--- src/rtl/stream_sort_pkg.sv ---
// ============================================================================
//  Module   : stream_sort_pkg
//  Purpose  : Shared state encoding and width helper for stream_oddeven_sort.
//  Revision : 1.0 - initial release
// ============================================================================
`default_nettype none

package stream_sort_pkg;

    typedef enum logic [1:0] {
        ST_LOAD  = 2'd0,
        ST_DRAIN = 2'd1,
        ST_SORT  = 2'd2,
        ST_EJECT = 2'd3
    } state_t;

    function automatic int clog2(input int value);
        int r;
        r = 0;
        for (int i = 0; i < 31; i++) begin
            if ((1 << i) < value) r = i + 1;
        end
        return r;
    endfunction

endpackage

`default_nettype wire

--- src/rtl/sort_cmp_exchange.sv ---
// ============================================================================
//  Module   : sort_cmp_exchange
//  Purpose  : One compare-exchange cell; passes a/b straight through when idle.
//  Revision : 1.0 - initial release
// ============================================================================
`default_nettype none

module sort_cmp_exchange #(
    parameter int DATA_WIDTH = 16,
    parameter int KEY_WIDTH  = 8
) (
    input  logic [DATA_WIDTH-1:0] a,
    input  logic [DATA_WIDTH-1:0] b,
    input  logic                  desc,
    input  logic                  en,
    output logic [DATA_WIDTH-1:0] lo,
    output logic [DATA_WIDTH-1:0] hi,
    output logic                  swapped
);

    logic [KEY_WIDTH-1:0] w_ka;
    logic [KEY_WIDTH-1:0] w_kb;

    assign w_ka = a[KEY_WIDTH-1:0];
    assign w_kb = b[KEY_WIDTH-1:0];

    // Strict comparisons keep equal keys in place, which makes the sort stable.
    assign swapped = en && (desc ? (w_ka < w_kb) : (w_ka > w_kb));
    assign lo      = swapped ? b : a;
    assign hi      = swapped ? a : b;

endmodule

`default_nettype wire

--- src/rtl/stream_oddeven_sort.sv ---
// ============================================================================
//  Module   : stream_oddeven_sort
//  Purpose  : Buffers a packet, sorts it with odd-even transposition, ejects it.
//  Revision : 1.0 - initial release
// ============================================================================
`default_nettype none

module stream_oddeven_sort
    import stream_sort_pkg::*;
#(
    parameter int DATA_WIDTH = 16,
    parameter int KEY_WIDTH  = 8,
    parameter int MAX_LEN    = 16
) (
    input  logic                  clk,
    input  logic                  rst,
    input  logic                  src_tvalid,
    output logic                  src_tready,
    input  logic [DATA_WIDTH-1:0] src_tdata,
    input  logic                  src_tlast,
    input  logic                  sort_desc,
    output logic                  dest_tvalid,
    input  logic                  dest_tready,
    output logic [DATA_WIDTH-1:0] dest_tdata,
    output logic                  dest_tlast,
    output logic                  busy,
    output logic                  pkt_trunc
);

    localparam int            CW         = clog2(MAX_LEN + 1);
    localparam logic [CW-1:0] LEN_MAX_M1 = CW'(MAX_LEN - 1);

    state_t                  state_q, state_d;
    logic [CW-1:0]           len_q, len_d;
    logic [CW-1:0]           e_q, e_d;
    logic [CW-1:0]           k_q, k_d;
    logic                    mode_q, mode_d;
    logic                    swap_prev_q, swap_prev_d;
    logic [DATA_WIDTH-1:0]   arr_q [MAX_LEN];
    logic [DATA_WIDTH-1:0]   arr_d [MAX_LEN];

    logic [DATA_WIDTH-1:0]   w_lo  [MAX_LEN-1];
    logic [DATA_WIDTH-1:0]   w_hi  [MAX_LEN-1];
    logic [DATA_WIDTH-1:0]   w_net [MAX_LEN];
    logic [MAX_LEN-2:0]      w_en;
    logic [MAX_LEN-2:0]      w_swapped;
    logic [DATA_WIDTH-1:0]   w_dout;
    logic                    w_accept;
    logic                    w_any_swap;
    logic                    w_sort_done;
    logic                    w_last_beat;

    genvar gi;
    generate
        for (gi = 0; gi < MAX_LEN - 1; gi++) begin : g_cell
            assign w_en[gi] = (k_q[0] == 1'(gi % 2)) && (CW'(gi + 1) < len_q);
            sort_cmp_exchange #(
                .DATA_WIDTH (DATA_WIDTH),
                .KEY_WIDTH  (KEY_WIDTH)
            ) u_cell (
                .a       (arr_q[gi]),
                .b       (arr_q[gi+1]),
                .desc    (mode_q),
                .en      (w_en[gi]),
                .lo      (w_lo[gi]),
                .hi      (w_hi[gi]),
                .swapped (w_swapped[gi])
            );
        end

        // Idle cells pass through, so each slot can pick lo of its own pair or hi of the left pair.
        for (gi = 0; gi < MAX_LEN; gi++) begin : g_pos
            if (gi == 0) begin : g_first
                assign w_net[gi] = w_lo[gi];
            end else if (gi == MAX_LEN - 1) begin : g_last
                assign w_net[gi] = w_hi[gi-1];
            end else begin : g_mid
                assign w_net[gi] = w_en[gi] ? w_lo[gi] : w_hi[gi-1];
            end
        end
    endgenerate

    assign w_any_swap  = |w_swapped;
    assign w_sort_done = ((k_q + CW'(1)) == len_q) ||
                         ((k_q != '0) && !w_any_swap && !swap_prev_q);
    assign w_last_beat = (e_q == (len_q - CW'(1)));

    assign src_tready  = rst && ((state_q == ST_LOAD) || (state_q == ST_DRAIN));
    assign w_accept    = src_tvalid && src_tready;
    assign pkt_trunc   = w_accept && (state_q == ST_LOAD) && (len_q == LEN_MAX_M1) && !src_tlast;
    assign busy        = !((state_q == ST_LOAD) && (len_q == '0));
    assign dest_tvalid = (state_q == ST_EJECT);
    assign dest_tlast  = dest_tvalid && w_last_beat;
    assign dest_tdata  = w_dout;

    always_comb begin
        w_dout = '0;
        for (int i = 0; i < MAX_LEN; i++) begin
            if (CW'(i) == e_q) w_dout = arr_q[i];
        end
    end

    always_comb begin
        state_d     = state_q;
        len_d       = len_q;
        e_d         = e_q;
        k_d         = k_q;
        mode_d      = mode_q;
        swap_prev_d = swap_prev_q;
        arr_d       = arr_q;
        case (state_q)
            ST_LOAD: begin
                if (w_accept) begin
                    for (int i = 0; i < MAX_LEN; i++) begin
                        if (CW'(i) == len_q) arr_d[i] = src_tdata;
                    end
                    len_d = len_q + CW'(1);
                    if (len_q == '0) mode_d = sort_desc;
                    if (src_tlast) begin
                        state_d     = ST_SORT;
                        k_d         = '0;
                        swap_prev_d = 1'b0;
                    end else if (len_q == LEN_MAX_M1) begin
                        state_d = ST_DRAIN;
                    end
                end
            end
            ST_DRAIN: begin
                if (w_accept && src_tlast) begin
                    state_d     = ST_SORT;
                    k_d         = '0;
                    swap_prev_d = 1'b0;
                end
            end
            ST_SORT: begin
                arr_d       = w_net;
                k_d         = k_q + CW'(1);
                swap_prev_d = w_any_swap;
                if (w_sort_done) begin
                    state_d = ST_EJECT;
                    e_d     = '0;
                end
            end
            ST_EJECT: begin
                if (dest_tready) begin
                    if (w_last_beat) begin
                        state_d = ST_LOAD;
                        len_d   = '0;
                        e_d     = '0;
                    end else begin
                        e_d = e_q + CW'(1);
                    end
                end
            end
            default: state_d = ST_LOAD;
        endcase
    end

    always_ff @(posedge clk or negedge rst) begin
        if (!rst) begin
            state_q     <= ST_LOAD;
            len_q       <= '0;
            e_q         <= '0;
            k_q         <= '0;
            mode_q      <= 1'b0;
            swap_prev_q <= 1'b0;
        end else begin
            state_q     <= state_d;
            len_q       <= len_d;
            e_q         <= e_d;
            k_q         <= k_d;
            mode_q      <= mode_d;
            swap_prev_q <= swap_prev_d;
        end
    end

    // Packet storage needs no reset; contents are qualified by len.
    always_ff @(posedge clk) begin
        arr_q <= arr_d;
    end

endmodule

`default_nettype wire
--- config.mk ---
export PLATFORM = sky130hd
export DESIGN_NAME = stream_oddeven_sort
export DESIGN_NICKNAME = d
export VERILOG_FILES = /design/src/rtl/stream_sort_pkg.sv /design/src/rtl/sort_cmp_exchange.sv /design/src/rtl/stream_oddeven_sort.sv
export SDC_FILE = /design/constraint.sdc
export NUM_CORES = 1
export LEC_CHECK = 0
export ABC_AREA = 1
export CORE_MARGIN = 4
export CORE_UTILIZATION = 58
export CTS_CLUSTER_DIAMETER = 30
export CTS_CLUSTER_SIZE = 28
export DETAILED_ROUTE_END_ITERATION = 8
export PLACE_DENSITY_LB_ADDON = 0.1
export SLEW_MARGIN = 40
export SYNTH_ARGS = -nofsm -noshare
export SYNTH_HDL_FRONTEND = slang
export SYNTH_SLANG_ARGS = --single-unit
--- constraint.sdc ---
create_clock -name clk -period 3.5 [get_ports clk]
set_input_delay 0.7 -clock clk [delete_from_list [all_inputs] [get_ports clk]]
set_output_delay 0.7 -clock clk [all_outputs]
set_load 0.03 [all_outputs]
Word level (Yosys, flattened, before mapping). Cells that the tools add are included.

Add/subtract/negate cells: 4. Magnitude comparators: 45. Eq/ne operators: 89. Mux-type cells: 117. Bitwise logic cells: 1. Reductions and logical operators: 76.

Operator list (count): 16-bit 2-to-1 mux (76); 256-bit one-hot mux with 2 select lines (1); 256-bit 2-to-1 mux (1); 8-bit greater-than comparator (15); 8-bit < comparator (15); 4-bit by 5-bit equality test with 1-bit output, first input constant (16); 5-bit AND reduction (14); 5-bit 2-to-1 mux (9); 2-bit by 1-bit != test with 1-bit output, second input constant (21); 3-bit by 1-bit != test with 1-bit output, second input constant (14); 3-bit != test, second input constant (14); 3-bit by 5-bit equality test with 1-bit output, first input constant (8); 1-bit logical AND (40); 4-bit by 5-bit < comparator with 1-bit output, first input constant (8); 2-bit by 5-bit equality test with 1-bit output, first input constant (4); 3-bit by 5-bit < comparator with 1-bit output, first input constant (4); 5-bit one-hot mux with 2 select lines (2); 1-bit 2-to-1 mux (18); 4-bit AND reduction (4); 5-bit by 1-bit adder with 5-bit output, second input constant (3); 5-bit one-hot mux with 3 select lines (1); 15-bit OR reduction (1); 2-bit 2-to-1 mux (7); 1-bit by 5-bit equality test with 1-bit output, first input constant (2); 21 further kinds (34).

Bits in registers: 275. Input bits: 22. Output and inout port bits: 21.

Logic depth before layout (Yosys ltp).
Depth after elaboration: 17. Depth in mapped cells: 23.

Cells and area by module. From an unflattened synthesis, not the netlist that was laid out.

Cells, all modules: 4258. Area total of the unflattened synthesis: 27069.7 µm².

Modules (own cells, without submodules): stream_oddeven_sort (instances 1, cells each 2053, area an instance 16259.3 µm²); sort_cmp_exchange (instances 15, cells each 147, area an instance 720.7 µm²).

Worst setup path after synthesis. No wires, ideal clock.

Path kind: reg-to-reg. From: reg state_q[0]. To: reg arr_q[16] in the netlist's numbering, enable pin. Data arrival time: 3.119 ns. Required time: 3.083 ns. Setup slack: -0.036 ns. Cell stages (with the launch flop): 9. Cells stage by stage: dfrtp_1 -> inv_1 -> ha_1 -> o21a_1 -> nand2_1 -> nor2_1 -> clkbuf_1 -> nand4_1 -> a221oi_1.

Longest elaborated chain between the ends: 6.

Ends and longest elaborated chain: from (decl) (RTL line stream_oddeven_sort.sv:33) `state_t state_q, state_d;`; from (signal assigned) (RTL line stream_oddeven_sort.sv:168) `state_q <= state_d;`; 2-bit by 1-bit equality test with 1-bit output or 2-bit logical NOT (tied branches) (RTL line stream_oddeven_sort.sv:88) `assign src_tready = rst && ((state_q == ST_LOAD) || (state_q == ST_DRAIN));`; 1-bit logical OR (*) (RTL line stream_oddeven_sort.sv:88); 1-bit logical AND (*) (RTL line stream_oddeven_sort.sv:88); net src_tready (RTL line stream_oddeven_sort.sv:18) `output logic src_tready,`; 1-bit logical AND (*) (RTL line stream_oddeven_sort.sv:89) `assign w_accept = src_tvalid && src_tready;`; 2-bit != test (no line) (*); 5-bit AND reduction (no line) (*); to (signal assigned) (RTL line stream_oddeven_sort.sv:179) `arr_q <= arr_d;`; to (decl) (RTL line stream_oddeven_sort.sv:39) `logic [DATA_WIDTH-1:0] arr_q [MAX_LEN];`.

Mark *: on every way through the listed nets, which the timed path passes. The rest lies on a longest branch. A chain may end at the register's enable or synchronous reset.

Worst setup path in the final report.
From: reg e_q[1]. To: out dest_tdata[3].

Longest elaborated chain between the ends: 17.

Ends and longest elaborated chain: from (decl) (RTL line stream_oddeven_sort.sv:35) `logic [CW-1:0] e_q, e_d;`; from (signal assigned) (RTL line stream_oddeven_sort.sv:163) `e_q <= '0;`; from (signal assigned) (RTL line stream_oddeven_sort.sv:170) `e_q <= e_d;`; 5-bit logical NOT (RTL line stream_oddeven_sort.sv:99) `if (CW'(i) == e_q) w_dout = arr_q[i];`; 16-bit 2-to-1 mux (15 in series) (RTL line stream_oddeven_sort.sv:99); 16-bit 2-to-1 mux (*) (RTL line stream_oddeven_sort.sv:99); to (decl) (RTL line stream_oddeven_sort.sv:24) `output logic [DATA_WIDTH-1:0] dest_tdata,`.

Mark *: on every way between the ends. The rest lies on a longest branch, timed or not.

==> flow_summary.json <==
{
  "clock_latency_ns": 0.58,
  "dieArea_mm2": 0.0371,
  "critPathMaxFanout": 7,
  "min_period_ns": 3.83,
  "synth-async-reset-ratio": 0.0691,
  "synth_area_leaders": "edfxtp_1, o21ai_0, nand2_1",
  "rsz0062_at_grt": "yes",
  "antenna_cells": 0,
  "worstReg2RegStart": "arr_q[67]",
  "cts_tree": "yes",
  "clock_path_buffers": 3,
  "dp_hpwl_um": 50300,
  "final_nets": 2857,
  "crit_type": "reg -> out",
  "finalCritPeriodShare": 1.09,
  "cp_common_cell": "nand2_1",
  "yosysMostFrequentCell": "o21ai_0",
  "yosys_warnings": 0,
  "fp-row-count": 67,
  "cts-root-buf": "clkbuf_16",
  "power_switching_mw": 11.3,
  "die_x_um": 193,
  "critPathCaptureType": "output pin",
  "cts_buffers": 71,
  "wl_per_cell_um": 22.2,
  "clock_skew_ns": 0.0162,
  "p_clk_frac": 0.268,
  "pwr-share-seq": 0.265,
  "synth_fp_nets": 2748,
  "gr-total-overflow": 0,
  "worstPathRequired_ns": 2.80,
  "vias_per_cell": 6.29,
  "combinationalPowerShare": 0.467,
  "ys_top_cells_by_count": "o21ai_0, nand2_1, inv_1",
  "timing.final.ws_setup_ns": -0.328,
  "drive_gt1_frac": 0.176,
  "yosys.area.top_type_share": 0.389,
  "cp_cell_sequence": "inv_4 > ha_4 > nand2_4 > nor2_4 > buf_6 > nand2_1 > nand3_1 > nand3_1 > nand2_1 > nand2_2 > nand2_1 > nand3_1 > nand4_1 > nand2_1 > nand2_1 > o21ai_1 > nand2_1 > nand2_1 > nand2_1 > nand2_1 > nand2_1 > buf_6",
  "violations": "setup timing",
  "hold_buffers": 0,
  "p_per_area_mw_per_mm2": 1030,
  "hold_viol": 0,
  "drt-total-wl_um": 71200,
  "synth_area_leader_cell": "edfxtp_1",
  "place.gp.congestion": 0.986,
  "slew_headroom": 0.401,
  "grt_pass1_vias": 19700,
  "drtAntennaViolNets": 0,
  "area_growth_pct": 23.8,
  "io_buffers": 42,
  "num_vias": 20100,
  "total_power_mw": 25.1,
  "ys_types": 58,
  "final_core_util": 0.728,
  "slowest_delay_ns": 0.46,
  "netlist_instances": 2589,
  "netlist_area_mm2": 0.0198,
  "ys_ff_latch": 275,
  "cts_max_level": 3,
  "coreArea_mm2": 0.0336,
  "max_freq_mhz": 261,
  "initial_core_util": 0.588,
  "rr_endpoint": "e_q[1]",
  "holdCritPathClass": "reg -> reg",
  "postSynthAreaPerCell_um2": 7.64,
  "worst_setup_path_start_kind": "flop",
  "clk_pin_slew_ns": 0.04,
  "grt_pass1_wl_um": 110000,
  "io_pins": 43,
  "reg2regPathDepth": 17,
  "drt_iter0_drc": 3054,
  "arrival_ns": 3.13,
  "slew_violations": 0,
  "internal_power_mw": 13.8,
  "antenna_found_initial": 0,
  "drv_cap": 0,
  "grt_usage": 0.380,
  "crit_slowest_cell": "dfrtp_2",
  "cts.sinks": 275,
  "status": "finished with violations",
  "hold_depth": 1,
  "synth_edf_count": 256,
  "grt_max_degree": 208,
  "whs_endpoint": "swap_prev_q",
  "drc": 0,
  "die_h_um": 193,
  "crit_buf_inv": 3,
  "worstMarginPinSlew_ns": 0.898,
  "switching_share": 0.449,
  "critPathTopFamily": "simple AND/OR/NAND/NOR gates",
  "ff2ff_setup_slack_ns": 0.51,
  "dr.pass1.iters": 6,
  "ys_seq_area_frac": 0.413,
  "peakVddDrop_mv": 1.87,
  "hold_start": "swap_prev_q",
  "setup_viol": 15,
  "p_leak_nw": 10.3,
  "synth-main-ff-cell": "edfxtp_1"
}
==> layer usage <==
metal	vias up	wire length (um)	GRT usage
met5	-	0	0
met4	0	3190	0.166
met3	248	7920	0.0733
met2	1363	31900	0.585
met1	9495	28200	0.524
li1	9038	-	-
==> cells by family (layout without fill, tap and decap cells) <==
| family | Yosys count | count (layout) | share of synthesized area |
|---|---|---|---|
| compound gates | 715 | 715 | 0.190 |
| xor+xnor | 11 | 11 | 0.00487 |
| fa+ha+maj | 137 | 137 | 0.0867 |
| buf+inv | 440 | 607 | 0.0870 |
| flops | 275 | 275 | 0.413 |
| simple gates | 1011 | 1011 | 0.219 |
==> state kept, by name, summed over array words and instances, names as in the netlist <==
signal and flops:
state_q 2, swap_prev_q 1, k_q 5, arr_q 256
mode_q 1, e_q 5, len_q 5
==> power by group through the flow <==
stage	logic [mW]	registers, mW	clock network (mW)
2_1_floorplan	6.95	6.06	0
5_1_grt	12.8	6.74	6.89
6_report	11.7	6.65	6.73
3_3_place_gp	10.3	6.61	0
4_1_cts	11.0	6.58	6.71
3_5_place_dp	10.5	6.61	0
==> final cells by class <==
class / instances / area, um2
Fill cell: 2648 / 9140
Inverter: 311 / 1190
Multi-Input combinational cell: 1874 / 10600
Clock buffer: 89 / 1940
Sequential cell: 275 / 8160
Clock inverter: 42 / 497
Tap cell: 448 / 561
Timing Repair Buffer: 165 / 1560
==> through the flow <==
step	instance area, um2	setup WS, ns	setup TNS, ns	hold slack, ns	cells
after floorplan	19800	0.245	0	0.404	2589
after global placement	21100	0.203	0	0.466	3050
after detailed placement	21100	0.145	0	0.500	3050
after CTS	23900	-0.228	-2.93	0.509	3192
after global routing	24500	-0.449	-5.55	0.521	3204
final	24500	-0.328	-3.19	0.505	3204
==> timing repair <==
item / in CTS / in global routing
pin swaps: 25 / 77
gates cloned: 3 / 2
resized for setup: 95 / 119
buffers inserted: 8 / 10
endpoints found under the setup margin: 17 / 18
==> cells in the final DEF (no fill, tap or decap), types with 10 or more instances in the layout <==
cell	n
a21oi_1	79
a31oi_1	13
buf_4	101
buf_6	26
bufinv_16	10
clkbuf_1	12
clkbuf_16	76
clkdlybuf4s50_1	24
clkinv_1	10
clkinv_2	16
dfrtp_1	18
edfxtp_1	256
ha_1	132
inv_1	281
inv_2	18
nand2_1	424
nand2_2	63
nand3_1	90
nand3_2	57
nand4_1	17
nor2_1	282
nor2_4	12
o211ai_1	19
o21ai_0	539
o21ai_1	25
or2_2	19
==> worst max path at each step <==
stage / start / endpoint / slack [ns] / cells after the start
4_1_cts: e_q[0] / dest_tdata[1] / -0.23 / 23
6_report: e_q[1] / dest_tdata[3] / -0.33 / 22
3_5_place_dp: e_q[1] / dest_tdata[14] / 0.15 / 21
3_3_place_gp: e_q[1] / dest_tdata[14] / 0.20 / 21
2_1_floorplan: arr_q[211] / arr_q[224] / 0.25 / 11
5_1_grt: e_q[1] / dest_tdata[2] / -0.45 / 22
No activity file was read; power rests on OpenSTA's default activity.
